$ cat src/rtl/alu_seq_if.sv
// alu_seq_if: rx byte, ALU result/flags and tx byte bundle
// between the ALU byte sequencer and its host.
interface alu_seq_if #(
   parameter int NB_DATA = 8
);
   logic [NB_DATA-1:0] i_rx_data;
   logic               i_rx_valid;
   logic [NB_DATA-1:0] i_alu_result;
   logic               i_alu_carry;
   logic               i_alu_zero;
   logic               i_tx_ready;
   logic [NB_DATA-1:0] o_alu_data;
   logic               o_enable_1;
   logic               o_enable_2;
   logic               o_enable_3;
   logic [NB_DATA-1:0] o_tx_data;
   logic               o_tx_start;
   logic               o_busy;
   logic               o_error;
   logic               o_overrun;

   modport slave (
      input  i_rx_data, i_rx_valid,
      input  i_alu_result, i_alu_carry, i_alu_zero,
      input  i_tx_ready,
      output o_alu_data,
      output o_enable_1, o_enable_2, o_enable_3,
      output o_tx_data, o_tx_start,
      output o_busy, o_error, o_overrun
   );

   modport master (
      output i_rx_data, i_rx_valid,
      output i_alu_result, i_alu_carry, i_alu_zero,
      output i_tx_ready,
      input  o_alu_data,
      input  o_enable_1, o_enable_2, o_enable_3,
      input  o_tx_data, o_tx_start,
      input  o_busy, o_error, o_overrun
   );
endinterface

$ cat src/rtl/alu_sequencer.sv
// alu_sequencer: collects operand A, operand B and opcode bytes,
// loads them into an external ALU and returns result and flag bytes.
module alu_sequencer #(
   parameter int NB_DATA = 8,
   parameter int NB_OP   = 6
) (
   input  logic     i_clk,
   input  logic     i_reset,
   alu_seq_if.slave bus
);

   typedef enum logic [2:0] {
      GET_A, GET_B, GET_OP, LOAD_OP,
      SETTLE, SEND_RES, SEND_FLG, TX_GUARD
   } state_t;

   state_t r_state;
   state_t w_next;

   logic [NB_DATA-1:0] r_alu_data;
   logic [NB_DATA-1:0] r_tx_data;
   logic [NB_DATA-1:0] r_res;
   logic               r_carry;
   logic               r_zero;
   logic               r_en1;
   logic               r_en2;
   logic               r_en3;
   logic               r_tx_start;
   logic               r_busy;
   logic               r_error;
   logic               r_overrun;
   logic               r_ret_flg;

   logic [NB_OP-1:0]   w_op;
   logic               w_legal;
   logic               w_acc_a;
   logic               w_acc_b;
   logic               w_acc_op;
   logic               w_bad_op;
   logic               w_capture;
   logic               w_tx_res;
   logic               w_tx_flg;
   logic               w_ovr;

   assign w_op = bus.i_rx_data[NB_DATA-1:2];

   always_comb begin
      w_legal = 1'b0;
      case (w_op)
         NB_OP'('h20), NB_OP'('h22),
         NB_OP'('h24), NB_OP'('h25),
         NB_OP'('h26), NB_OP'('h27),
         NB_OP'('h02), NB_OP'('h03):
            w_legal = 1'b1;
         default: w_legal = 1'b0;
      endcase
   end

   always_comb begin
      w_next    = r_state;
      w_acc_a   = 1'b0;
      w_acc_b   = 1'b0;
      w_acc_op  = 1'b0;
      w_bad_op  = 1'b0;
      w_capture = 1'b0;
      w_tx_res  = 1'b0;
      w_tx_flg  = 1'b0;
      w_ovr     = 1'b0;
      unique case (r_state)
         GET_A: begin
            if (bus.i_rx_valid) begin
               w_acc_a = 1'b1;
               w_next  = GET_B;
            end
         end
         GET_B: begin
            if (bus.i_rx_valid) begin
               w_acc_b = 1'b1;
               w_next  = GET_OP;
            end
         end
         GET_OP: begin
            if (bus.i_rx_valid) begin
               if (w_legal) begin
                  w_acc_op = 1'b1;
                  w_next   = LOAD_OP;
               end else begin
                  w_bad_op = 1'b1;
                  w_next   = GET_A;
               end
            end
         end
         LOAD_OP: begin
            w_ovr  = bus.i_rx_valid;
            w_next = SETTLE;
         end
         SETTLE: begin
            w_ovr     = bus.i_rx_valid;
            w_capture = 1'b1;
            w_next    = SEND_RES;
         end
         SEND_RES: begin
            w_ovr = bus.i_rx_valid;
            if (bus.i_tx_ready) begin
               w_tx_res = 1'b1;
               w_next   = TX_GUARD;
            end
         end
         SEND_FLG: begin
            w_ovr = bus.i_rx_valid;
            if (bus.i_tx_ready) begin
               w_tx_flg = 1'b1;
               w_next   = TX_GUARD;
            end
         end
         TX_GUARD: begin
            // tx_ready is not looked at here, so no back-to-back start
            w_ovr  = bus.i_rx_valid;
            w_next = r_ret_flg ? SEND_FLG : GET_A;
         end
         default: w_next = GET_A;
      endcase
   end

   always_ff @(posedge i_clk or negedge i_reset) begin
      if (!i_reset) begin
         r_state    <= GET_A;
         r_alu_data <= '0;
         r_tx_data  <= '0;
         r_res      <= '0;
         r_carry    <= 1'b0;
         r_zero     <= 1'b0;
         r_en1      <= 1'b0;
         r_en2      <= 1'b0;
         r_en3      <= 1'b0;
         r_tx_start <= 1'b0;
         r_busy     <= 1'b0;
         r_error    <= 1'b0;
         r_overrun  <= 1'b0;
         r_ret_flg  <= 1'b0;
      end else begin
         r_state    <= w_next;
         r_en1      <= w_acc_a;
         r_en2      <= w_acc_b;
         r_en3      <= w_acc_op;
         r_tx_start <= w_tx_res | w_tx_flg;
         r_busy     <= (w_next != GET_A);
         if (w_acc_a | w_acc_b | w_acc_op)
            r_alu_data <= bus.i_rx_data;
         if (w_capture) begin
            r_res   <= bus.i_alu_result;
            r_carry <= bus.i_alu_carry;
            r_zero  <= bus.i_alu_zero;
         end
         if (w_tx_res) begin
            r_tx_data <= r_res;
            r_ret_flg <= 1'b1;
         end
         if (w_tx_flg) begin
            r_tx_data <= {{(NB_DATA-2){1'b0}}, r_carry, r_zero};
            r_ret_flg <= 1'b0;
         end
         if (w_bad_op)
            r_error <= 1'b1;
         else if (w_acc_a)
            r_error <= 1'b0;
         if (w_ovr)
            r_overrun <= 1'b1;
         else if (w_acc_a)
            r_overrun <= 1'b0;
      end
   end

   assign bus.o_alu_data = r_alu_data;
   assign bus.o_enable_1 = r_en1;
   assign bus.o_enable_2 = r_en2;
   assign bus.o_enable_3 = r_en3;
   assign bus.o_tx_data  = r_tx_data;
   assign bus.o_tx_start = r_tx_start;
   assign bus.o_busy     = r_busy;
   assign bus.o_error    = r_error;
   assign bus.o_overrun  = r_overrun;

endmodule

$ cat src/flat_wrapper.sv
// flat-port wrapper written by rule: the top's interface ports become plain ports
module alu_sequencer_flat 
#(
   parameter int NB_DATA = 8,
   parameter int NB_OP   = 6
)
  (i_clk, i_reset, bus_i_rx_data, bus_i_rx_valid, bus_i_alu_result, bus_i_alu_carry, bus_i_alu_zero, bus_i_tx_ready, bus_o_alu_data, bus_o_enable_1, bus_o_enable_2, bus_o_enable_3, bus_o_tx_data, bus_o_tx_start, bus_o_busy, bus_o_error, bus_o_overrun);
  alu_seq_if #(.NB_DATA(NB_DATA)) bus_i ();
  input  logic i_clk;
  input  logic i_reset;
  input wire logic [$bits(bus_i.i_rx_data)-1:0] bus_i_rx_data;
  input wire logic [$bits(bus_i.i_rx_valid)-1:0] bus_i_rx_valid;
  input wire logic [$bits(bus_i.i_alu_result)-1:0] bus_i_alu_result;
  input wire logic [$bits(bus_i.i_alu_carry)-1:0] bus_i_alu_carry;
  input wire logic [$bits(bus_i.i_alu_zero)-1:0] bus_i_alu_zero;
  input wire logic [$bits(bus_i.i_tx_ready)-1:0] bus_i_tx_ready;
  output wire logic [$bits(bus_i.o_alu_data)-1:0] bus_o_alu_data;
  output wire logic [$bits(bus_i.o_enable_1)-1:0] bus_o_enable_1;
  output wire logic [$bits(bus_i.o_enable_2)-1:0] bus_o_enable_2;
  output wire logic [$bits(bus_i.o_enable_3)-1:0] bus_o_enable_3;
  output wire logic [$bits(bus_i.o_tx_data)-1:0] bus_o_tx_data;
  output wire logic [$bits(bus_i.o_tx_start)-1:0] bus_o_tx_start;
  output wire logic [$bits(bus_i.o_busy)-1:0] bus_o_busy;
  output wire logic [$bits(bus_i.o_error)-1:0] bus_o_error;
  output wire logic [$bits(bus_i.o_overrun)-1:0] bus_o_overrun;
  assign bus_i.i_rx_data = bus_i_rx_data;
  assign bus_i.i_rx_valid = bus_i_rx_valid;
  assign bus_i.i_alu_result = bus_i_alu_result;
  assign bus_i.i_alu_carry = bus_i_alu_carry;
  assign bus_i.i_alu_zero = bus_i_alu_zero;
  assign bus_i.i_tx_ready = bus_i_tx_ready;
  assign bus_o_alu_data = bus_i.o_alu_data;
  assign bus_o_enable_1 = bus_i.o_enable_1;
  assign bus_o_enable_2 = bus_i.o_enable_2;
  assign bus_o_enable_3 = bus_i.o_enable_3;
  assign bus_o_tx_data = bus_i.o_tx_data;
  assign bus_o_tx_start = bus_i.o_tx_start;
  assign bus_o_busy = bus_i.o_busy;
  assign bus_o_error = bus_i.o_error;
  assign bus_o_overrun = bus_i.o_overrun;
  alu_sequencer #(.NB_DATA(NB_DATA), .NB_OP(NB_OP)) u_core (.i_clk(i_clk), .i_reset(i_reset), .bus(bus_i));
endmodule
$ cat config.mk
export PLATFORM = sky130hd
export DESIGN_NAME = alu_sequencer_flat
export DESIGN_NICKNAME = d
export VERILOG_FILES = /design/src/rtl/alu_seq_if.sv /design/src/rtl/alu_sequencer.sv /design/src/flat_wrapper.sv
export SDC_FILE = /design/constraint.sdc
export NUM_CORES = 1
export LEC_CHECK = 0
export CAP_MARGIN = 20
export CORE_ASPECT_RATIO = 1.4
export CORE_MARGIN = 2
export CORE_UTILIZATION = 47
export DETAILED_ROUTE_END_ITERATION = 10
export GPL_TIMING_DRIVEN = 0
export PLACE_DENSITY = 0.8
export SYNTH_ARGS = -nofsm -noshare
export SYNTH_HDL_FRONTEND = slang
export SYNTH_SLANG_ARGS = --single-unit
$ cat constraint.sdc
create_clock -name i_clk -period 2.3 [get_ports i_clk]
set_clock_uncertainty 0.2 [all_clocks]
set_input_delay 0.575 -clock i_clk [delete_from_list [all_inputs] [get_ports i_clk]]
set_output_delay 0.575 -clock i_clk [all_outputs]
set_load 0.02 [all_outputs]
# [Word level (Yosys, flattened, before mapping)]
# Cells that the tools add are included.
[classes] mux=29 n_reduce_logical=8 eq_ne=15 bitwise=3
[ops] op="$eq A6 B6 Y1 const B" count=6
[ops] op="$pmux W3 S7" count=1
[ops] op="$mux W1" count=20
[ops] op="$mux W8" count=2
[ops] op="$mux W3" count=5
[ops] op="$eq A3 B3 Y1 const B" count=4
[ops] op="$eq A6 B2 Y1 const B" count=2
[ops] op="$reduce_or A8 Y1" count=1
[ops] op="$eq A3 B2 Y1 const B" count=2
[ops] op="$reduce_bool A2 Y1" count=3
[ops] op="$reduce_or A5 Y1" count=1
[ops] op="$eq A3 B1 Y1 const B" count=1
[ops] op="$logic_not A3 Y1" count=1
[ops] op="$or A1 B1 Y1" count=3
[ops] op="$reduce_bool A3 Y1" count=1
[ops] op="$mux W2" count=1
[ops] op="$reduce_or A2 Y1" count=1
[word_totals] out_inout_bits=23 word_cells=69 inputBits=22 register_bits=37

# [Logic depth before layout (Yosys ltp)]
[depth] depth_word=7 depth_mapped=6 mapped_depth_nobuf=4

# [Worst setup path before layout]
# No wires, ideal clock.
[synth_path] kind="in2reg" start="input port bus_i_rx_data[3]" end="register u_core.r_alu_data[0] (netlist: u_core.bus.o_alu_data[0])" t_required_ps=1975 n_path_buf=0 slack_ps=476 arrival_ps=1500 path_stages=4 setup_time_ps=125 cell_sequence="nor2b_1 > o211ai_4 > o22ai_4 > mux2_2"
[synth_via] elab_chain_len=7 word_cells_on_any_way=14 classes_between="eq/ne (8); mux (4); bitwise (1); reduce/logical (1)"
[synth_lines] item="start, declared" line_no="flat_wrapper.sv:11" source="input wire logic [$bits(bus_i.i_rx_data)-1:0] bus_i_rx_data;"
[synth_lines] item="$eq A6 B6 Y1 / $eq A6 B2 Y1 (equally long branches)" line_no="alu_sequencer.sv:49" source="case (w_op)"
[synth_lines] item="$reduce_or A8 Y1 (*)" line_no="alu_sequencer.sv:49"
[synth_lines] item="$mux W1 (*)" line_no="alu_sequencer.sv:49"
[synth_lines] item="$mux W1 (*)" line_no="alu_sequencer.sv:84" source="if (w_legal) begin"
[synth_lines] item="$mux W1 (*)" line_no="alu_sequencer.sv:83" source="if (bus.i_rx_valid) begin"
[synth_lines] item="$mux W1 (*)" line_no="alu_sequencer.sv:69" source="unique case (r_state)"
[synth_lines] item="$or A1 B1 Y1 (*)" line_no="alu_sequencer.sv:148" source="if (w_acc_a | w_acc_b | w_acc_op)"
[synth_lines] item="end signal, assigned" line_no="alu_sequencer.sv:149" source="r_alu_data <= bus.i_rx_data;"
[synth_lines] item="end, declared" line_no="alu_sequencer.sv:20" source="logic [NB_DATA-1:0] r_alu_data;"
# Every way passes the cells marked *; elsewhere a longest branch is shown, timed or not.
# A chain may end at the register's enable or synchronous reset.

# [Worst setup path in the final report]
[layout_path] start="register u_core.r_overrun (netlist: u_core.bus.o_overrun)" end="output port bus_o_overrun"
[layout_rtl] item="start, declared" line_no="alu_sequencer.sv:31" source="logic r_overrun;"
[layout_rtl] item="start signal, assigned" line_no="alu_sequencer.sv:139" source="r_overrun <= 1'b0;"
[layout_rtl] item="start signal, assigned" line_no="alu_sequencer.sv:168" source="r_overrun <= 1'b1;"
[layout_rtl] item="start signal, assigned" line_no="alu_sequencer.sv:170" source="r_overrun <= 1'b0;"
[layout_rtl] item="end, declared" line_no="flat_wrapper.sv:25" source="output wire logic [$bits(bus_i.o_overrun)-1:0] bus_o_overrun;"
# No word-level cell between the ends.

==> summary.txt <==
Status - finished, final reports clean
Worst setup SP type - flop
Global-route total usage across every layer - 0.212
Worst slew pin tran - 0.808 ns
Syn_area_per_cell - 11.2 sq um
Sequential area share after synthesis - 0.553
Final Cell Area - 2290 sq um
Vias - 1353
Vias per inst - 5.59
Cts hold-fix bufs - 0
Crit-path cells - clkdlybuf4s50_1
Final RePlAce weighted congestion - 0.788
Most frequent cell after synthesis - dfrtp_1
Leak pwr - 0.950 nW
Worst-path fanout max - 4
Power share of the combinational group - 0.471
Delay-heaviest family, CP - buffers and inverters
Synthesis-to-layout area growth - 37.0%
Synth area leaders - dfrtp_1 (55%), mux2_2 (10%), a22o_1 (3.7%), nor2_1 (3.6%), nand2_1 (3.4%)
Core ar. - 3410 sq um
Peak supply drop - 1.04 mV
Final wirelength - 3710 microns
Worst min path class - primary input to asynchronous set/reset pin
Int Pwr - 0.00219 W
Yosys warns - 0
Antenna Violating Nets Remaining - 0
Final setup fails - 0
I/O pin count - 45
Initial antenna violation count - 0
Die W - 54.5 microns
Main synth FF type - dfrtp_1
Port Buf Inserts - 44
Fill cells - 278
Pre-Repair DR Iteration Count - 4
CTS sink cnt - 37
Post-CTS Resized - 0
Switching power - 0.00123 W
#FFs+latches synth - 37
Slowest cell on crit path - clkdlybuf4s50_1
Post-CTS Setup Bufs - 0
H-tree Lvls - 2
Synth top cells by count - dfrtp_1 (37), nor2_1 (16), mux2_2 (15), nand2_1 (15), o21ai_0 (10)
Flop pwr share - 0.335
Clk buf depth - 2
Unrepaired setup endpoints after global routing - false
Final Critical Period - 2.10 ns
Period utilization - 0.913
Max Slew Vio Count - 0
Max Fclk - 476 MHz
Power Dens Cells - 1490 nW/um^2
First-pass GRT wire length - 6100 microns
Crit end category - output pin
Crit path arrival time - 1.33 ns
Routed wire per std cell - 15.3 microns
Initial Util - 0.491
Fraction of layout cells with a size suffix above 1 - 0.188
Kind of critical path - flop to output pin
Skew-Pair Late Insertion Delay - 0.29 ns
Final hold violations - 0
Area after DPL - 2160 sq um
Synth top area share - 0.553
Worst EP required - 1.52 ns
Area leader, netlist - dfrtp_1
Num CTS Buffers - 5
Clock network power share - 0.194
Total gr overflow - 0
Netlist Area Pre-Place - 1680 sq um
Max-Cap Viols - 0
Synth cell types - 33
Post-synth EDFFs - 0
CTS tree - built
Largest net degree at the start of global routing - 38
FP Rows - 25
Worst-path clk slew - 0.08 ns
DIE AREA - 4070 sq um
CTS root buffer - clkbuf_8
Slew HR - 0.461
DRC - 0
Vias in the first global route - 1400
Reg area - 926 sq um
Syn Nets - 172
Ys async rst share - 1.00
Max incr delay on CP - 0.64 ns
Syn Inst Count - 150
Worst Path Buf+Inv - 1
Initial DRC count - 14
Final #Nets - 223
Height of the die - 74.6 microns
Multi-input logic area - 696 sq um
Detailed Place HPWL - 2760 microns
Antenna diodes - 0
WHS - 0.169 ns
Sw frac - 0.360
==> per-layer routing <==
metal | up-vias | wire, microns | share of wire | global-route usage
li1 | 638 | - | - | -
met2 | 49 | 1920 | 0.52 | 0.365
met1 | 657 | 1430 | 0.39 | 0.226
met4 | 0 | 106 | 0.029 | 0.125
met3 | 9 | 242 | 0.065 | 0.0556
met5 | - | 0 | 0 | 0
==> per-stage QoR <==
stage	setup WS (ns)	utilization	setup TNS [ns]	total power (W)	cells
5_1_grt	0.135	0.673	0	0.00365	242
3_5_place_dp	-0.125	0.634	-0.713	0.00278	234
2_1_floorplan	0.476	-	0	0.00216	150
3_3_place_gp	-0.328	0.635	-12.55	0.00272	234
4_1_cts	0.186	0.673	0	0.00345	242
6_report	0.199	0.673	0	0.00342	242
==> kinds of logic (layout without fill, tap and decap cells) <==
| kind of cell | after synthesis | count (layout) | synth area share |
|---|---|---|---|
| xor gates and xnor gates | 1 | 1 | 0.00523 |
| buffers and inverters | 11 | 63 | 0.0321 |
| muxes | 17 | 17 | 0.113 |
| and+or+nand+nor | 45 | 45 | 0.127 |
| AOI/OAI and AO/OA | 39 | 39 | 0.170 |
| DFF | 37 | 37 | 0.553 |
==> state kept, by name, indices dropped and copies added (netlist names) <==
register,count
u_core.r_state,3
u_core.bus.o_enable_1,1
u_core.bus.o_tx_data,8
u_core.bus.o_error,1
u_core.bus.o_busy,1
u_core.bus.o_tx_start,1
u_core.r_carry,1
u_core.bus.o_enable_2,1
u_core.r_ret_flg,1
u_core.bus.o_overrun,1
u_core.bus.o_enable_3,1
u_core.bus.o_alu_data,8
u_core.r_zero,1
u_core.r_res,8
==> final cells by class <==
cell class              instances  area share
plain buffers                   9      0.0202
clock buffers                   5      0.0300
clock inverters                 3      0.0284
inverters                       2     0.00327
multi-input cells             102       0.303
flip-flops and latches         37       0.403
well taps                      40      0.0218
repair buffers                 44       0.190
==> placed cells by master, fill, tap and decap left out, types with 3 or more instances in the layout <==
master | Yosys | final
dfrtp_1 | 37 | 37
clkdlybuf4s50_1 | 0 | 43
o21ai_0 | 10 | 10
nor2b_1 | 3 | 3
a21oi_1 | 6 | 6
nand2_1 | 15 | 15
clkbuf_8 | 0 | 5
and2_1 | 3 | 3
mux2_2 | 15 | 15
buf_2 | 7 | 8
a31oi_1 | 4 | 4
nor2_1 | 16 | 16
a22o_1 | 7 | 7
==> power by group through the flow <==
stage          Sequential, W  Combinational [W]  Clock, W
6_report             0.00115            0.00161  0.000664
3_3_place_gp         0.00114            0.00157         0
4_1_cts              0.00115            0.00163  0.000676
5_1_grt              0.00118            0.00177  0.000700
3_5_place_dp         0.00116            0.00163         0
2_1_floorplan        0.00135           0.000812         0
==> final timing paths <==
| kind | startpoint | depth (start not counted) | slack, ns | to |
|---|---|---|---|---|
| min reg2reg | u_core.r_res[6]$_DFFE_PN0P_ | 1 | 0.31 | u_core.r_res[6]$_DFFE_PN0P_ |
| max | u_core.bus.o_overrun$_DFFE_PN0P_ | 1 | 0.20 | bus_o_overrun |
| min in group i_clk | u_core.r_res[6]$_DFFE_PN0P_ | 1 | 0.31 | u_core.r_res[6]$_DFFE_PN0P_ |
| min | i_reset | 1 | 0.17 | u_core.r_zero$_DFFE_PN0P_ |
| max reg2reg | u_core.r_state[0]$_DFF_PN0_ | 4 | 0.54 | u_core.bus.o_alu_data[2]$_DFFE_PN0P_ |
| max in group asynchronous | i_reset | 1 | 1.22 | u_core.r_res[2]$_DFFE_PN0P_ |
Power figures use the tool's default switching activity.
